--- src/rtl/mult_sequencer.sv ---
// Sequencer and A/B/X registers for a signed add-shift multiplier driving an external WIDTH+1-bit adder.
// Optional macro MULT_SKIP_ADD_EN: skip the ADD state whenever the current multiplier bit is zero.
module mult_sequencer #(
    parameter int WIDTH = 8
) (
    input  logic               Clk,
    input  logic               Reset,
    input  logic               Run,
    input  logic               ClearA_LoadB,
    input  logic [WIDTH-1:0]   S,
    output logic [WIDTH:0]     adder_a,
    output logic [WIDTH:0]     adder_b,
    output logic               adder_cin,
    input  logic [WIDTH:0]     adder_sum,
    output logic [WIDTH-1:0]   Aval,
    output logic [WIDTH-1:0]   Bval,
    output logic               X,
    output logic               busy,
    output logic               done
);
    localparam int CW = $clog2(WIDTH) + 1;
    localparam logic [CW-1:0] LAST = CW'(WIDTH - 1);

    typedef enum logic [1:0] {
        IDLE  = 2'd0,
        ADD   = 2'd1,
        SHIFT = 2'd2,
        DONE  = 2'd3
    } state_t;

    state_t            state_q, state_d;
    logic [WIDTH-1:0]  A_q, A_d;
    logic [WIDTH-1:0]  B_q, B_d;
    logic              X_q, X_d;
    logic [CW-1:0]     count_q, count_d;
    logic              sub;
    logic [WIDTH:0]    s_ext;

    // State that handles the next multiplier bit; a zero bit needs no add when skipping is enabled.
    function automatic state_t bit_state(input logic b);
`ifdef MULT_SKIP_ADD_EN
        return b ? ADD : SHIFT;
`else
        return (b | ~b) ? ADD : ADD;
`endif
    endfunction

    // The sign bit of a two's complement multiplier has negative weight, so the last step subtracts.
    assign sub       = (count_q == LAST);
    assign s_ext     = {S[WIDTH-1], S};
    assign adder_a   = {A_q[WIDTH-1], A_q};
    assign adder_b   = sub ? ~s_ext : s_ext;
    assign adder_cin = sub;

    assign Aval = A_q;
    assign Bval = B_q;
    assign X    = X_q;
    assign busy = (state_q == ADD) || (state_q == SHIFT);
    assign done = (state_q == DONE);

    always_comb begin
        state_d = state_q;
        A_d     = A_q;
        B_d     = B_q;
        X_d     = X_q;
        count_d = count_q;
        case (state_q)
            IDLE: begin
                if (ClearA_LoadB) begin
                    A_d = '0;
                    X_d = 1'b0;
                    B_d = S;
                end else if (Run) begin
                    A_d     = '0;
                    X_d     = 1'b0;
                    count_d = '0;
                    state_d = bit_state(B_q[0]);
                end
            end
            ADD: begin
                if (B_q[0]) begin
                    {X_d, A_d} = adder_sum;
                end
                state_d = SHIFT;
            end
            SHIFT: begin
                {X_d, A_d, B_d} = {X_q, X_q, A_q, B_q[WIDTH-1:1]};
                count_d = count_q + 1'b1;
                // B_q[1] is the bit that lands in B[0] on this shift.
                state_d = (count_q == LAST) ? DONE : bit_state(B_q[1]);
            end
            DONE: begin
                if (!Run) begin
                    state_d = IDLE;
                end
            end
            default: state_d = IDLE;
        endcase
    end

    always_ff @(posedge Clk or posedge Reset) begin
        if (Reset) begin
            state_q <= IDLE;
            A_q     <= '0;
            B_q     <= '0;
            X_q     <= 1'b0;
            count_q <= '0;
        end else begin
            state_q <= state_d;
            A_q     <= A_d;
            B_q     <= B_d;
            X_q     <= X_d;
            count_q <= count_d;
        end
    end
endmodule
--- config.mk ---
export PLATFORM = sky130hd
export DESIGN_NAME = mult_sequencer
export DESIGN_NICKNAME = d
export VERILOG_FILES = /design/src/rtl/mult_sequencer.sv
export SDC_FILE = /design/constraint.sdc
export NUM_CORES = 1
export LEC_CHECK = 0
export ABC_AREA = 1
export BUFFER_PORTS_ARGS = -buffer_cell sky130_fd_sc_hd__buf_2
export CAP_MARGIN = 20
export CORE_AREA = 3 3 66 68
export CTS_BUF_LIST = sky130_fd_sc_hd__clkbuf_4 sky130_fd_sc_hd__clkbuf_8
export DETAILED_ROUTE_END_ITERATION = 16
export DIE_AREA = 0 0 69 71
export PLACE_DENSITY = 0.65
export SLEW_MARGIN = 20
export SYNTH_ARGS = -nofsm -noshare
export SYNTH_HDL_FRONTEND = slang
export SYNTH_SLANG_ARGS = --single-unit
--- constraint.sdc ---
create_clock -name Clk -period 2.4 [get_ports Clk]
set_input_delay 0.48 -clock Clk [delete_from_list [all_inputs] [get_ports Clk]]
set_output_delay 0.48 -clock Clk [all_outputs]
set_load 0.1 [all_outputs]
==> run metrics <==
vias in the first global route=around 1300; Seq/Total Area, Yosys=0.3808; max cap viols=0; dpl hpwl=2500 µm; Hold Violations, Final=0; Max Fclk=436.7 MHz; Initial DRC Count=39; Via density=about 4.5; largest net degree at the start of global routing=24; clk slew on worst S/H paths=~0.080 ns; chip width=69 µm; post-synthesis mux area share=0; core footprint=3914 µm²; cell accounting for the most synthesized area=dfrtp_1; worst relative slew slack=0.6751; IO Count=59; Yosys cell types=22; worst clock skew=0.002455 ns; Worst-Skew Late Latency=0.26 ns; Worst Path Class, Setup=flip-flop to output pin; Remaining DRCs=0; Initial DRT Pass Iterations=4; Yosys reg bits=23; Crit-path slowest cell=buf_2; Compound-Gate Fraction of Synth Area=0.1325; Yosys warnings=0; Post-Synth Adder-Cell Area=0.06623; Fillers=420; status=completed; Hold Path Class=input port to asynchronous set/reset pin; Die Y=71 µm; WL final=3232 µm; crit-path max FO=9; Layout area overhead=22.19%; clk buf depth=2; max-slew violations=0; CP startpoint kind=flip-flop; RSZ-0062 raised after global routing=true; data arrival time of the critical path=around 1.8 ns; routability cong.=0.7763; CTS H-Tree Depth=1; initial antenna violation count=0; CTS tree=yes; buffers plus inverters on the worst setup path=1; setup violators final=0; pre-CTS setup slack=about 0.37 ns; share of cells above drive strength 1=0.3000; Cell Area, Synth=1511 µm²; FP Rows=23; Slew @ Worst Pin=0.4907 ns; final core utilization=0.4719; Clock Sinks=23; Mapped Cells=201; main combinational cell family by area after synthesis=simple AND/OR/NAND/NOR gates; synth top area cells=dfrtp_1 38%, nand2_1 16%, o21ai_0 7.0%; critical path's largest stage delay=0.44 ns; CTS Buf Count=3; Crit. End Element=output pin; area share of and/or/nand/nor cells after synthesis=0.2434; nets@finish=280; CTS root buffer=clkbuf_8; setup slack after layout=0.1103 ns; via count=1356; Worst path top cell family by delay=buffers and inverters; die area=4899 µm²; # port buffers=58; CP required=approximately 1.9 ns; total grt overflow=0; n_diodes=0; post-synth top area share=0.3808; Post-DRT Antenna Nets=0; Mapped Avg Cell Area=between 7 and 8 µm²; CP cell instances=ha_1 -> nand3_2 -> xor2_2 -> buf_2; Final period util=0.9540; GRT Resource Usage Total=0.1342; Syn Nets=230; drt wl/cell=10.77 µm; xor/xnor share of the synthesized area=0.05215; initial core utilization=0.3862; first-pass GRT wire length=5506 µm; minimum clock period=2.290 ns
-- final timing paths --
path                         startpoint         end  slack [ns]  cells after the start
max                          count_q[0]  adder_b[7]        0.11                      4
min                               Reset     Aval[6]        0.24                      3
max reg2reg                  state_q[1]     Aval[5]        0.62                      7
min reg2reg                  count_q[3]  count_q[3]        0.52                      2
max in group asynchronous         Reset  state_q[1]        1.94                      3
min in group Clk           adder_sum[8]           X        0.48                      3
-- cells by family after synthesis --
| family | after synthesis |
|---|---|
| flip-flops | 23 |
| XOR/XNOR | 9 |
| AND/OR/NAND/NOR | 87 |
| AO/OA/AOI/OAI | 37 |
| buffers and inverters | 37 |
| adder cells (fa/ha/maj) | 8 |
-- sequential cells by signal, indices dropped and copies added, names as in the netlist --
name and flops:
X 1, Bval 8, state_q 2, count_q 4, Aval 8
-- worst reg2reg max path, stage by stage (launching register included) --
cell and delay, ns:
dfrtp_1 0.46, inv_1 0.15, ha_1 0.40, nand2_1 0.14
nand2_1 0.28, nor2_4 0.11, nand2_1 0.07, nand2_1 0.06
-- metal layers --
layer | wire length [µm] | track usage | part of all wire
met1 | 1511 | 0.1738 | 0.47
met2 | 1506 | 0.2267 | 0.47
met3 | 161 | 0.01989 | 0.050
met4 | 54 | 0.05206 | 0.017
met5 | 0 | 0 | 0
-- placed cells by master, fill, tap and decap left out --
| cell | n |
|---|---|
| o21ai_0 | 21 |
| nand4_1 | 3 |
| or2_2 | 2 |
| clkbuf_4 | 8 |
| xor2_1 | 8 |
| clkbuf_8 | 3 |
| xor2_2 | 1 |
| nand2_2 | 1 |
| o21ai_4 | 1 |
| dfrtp_1 | 23 |
| a21oi_2 | 1 |
| nand3_2 | 2 |
| buf_4 | 2 |
| nand2_1 | 64 |
| inv_2 | 1 |
| nor2_1 | 10 |
| a21oi_1 | 14 |
| nand3_1 | 3 |
| ha_1 | 8 |
| nor2_4 | 1 |
| inv_1 | 21 |
| buf_2 | 51 |
| nor2_2 | 1 |
-- through the flow --
| stage | TNS, ns | instances | area [µm²] | hold slack, ns |
|---|---|---|---|---|
| 2_1_floorplan | -3.093 | 201 | 1519 | 0.4707 |
| 3_3_place_gp | 0 | 296 | 1780 | 0.4933 |
| 3_5_place_dp | 0 | 296 | 1780 | 0.5007 |
| 4_1_cts | 0 | 300 | 1829 | 0.2453 |
| 5_1_grt | -0.06693 | 300 | 1847 | 0.2650 |
| 6_report | 0 | 300 | 1847 | 0.2361 |
-- what timing repair did --
item,in CTS,in global routing
hold buffers,0,0
hold endpoints to repair,0,0
setup endpoints to repair,0,9
buffers inserted,0,0
resized for setup,0,7
-- cells in the mapped netlist --
library cell / count
xor2_1: 9
nand2_1: 64
nand3_2: 2
clkbuf_2: 1
buf_6: 1
o21ai_0: 21
inv_1: 21
o21ai_4: 1
nor2_4: 1
buf_4: 10
nand3_1: 3
nor2_1: 10
nand2_2: 1
ha_1: 8
a21oi_1: 14
nand4_1: 3
nor2_2: 1
inv_2: 1
buf_2: 3
a21oi_2: 1
dfrtp_1: 23
or2_2: 2
-- cell type report --
class / count / area (µm²) / share of cell area
multi-input cells: 141 / 754.5 / 0.4085
flip-flops and latches: 23 / 575.6 / 0.3117
repair buffers: 60 / 322.8 / 0.1748
inverters: 22 / 82.58 / 0.04472
well taps: 50 / 62.56 / 0.03388
clock buffers: 4 / 48.80 / 0.02642
Power is left out: the tool's default activity adds up to more than one toggle a clock period on the data nets, which glitch-free logic cannot reach.
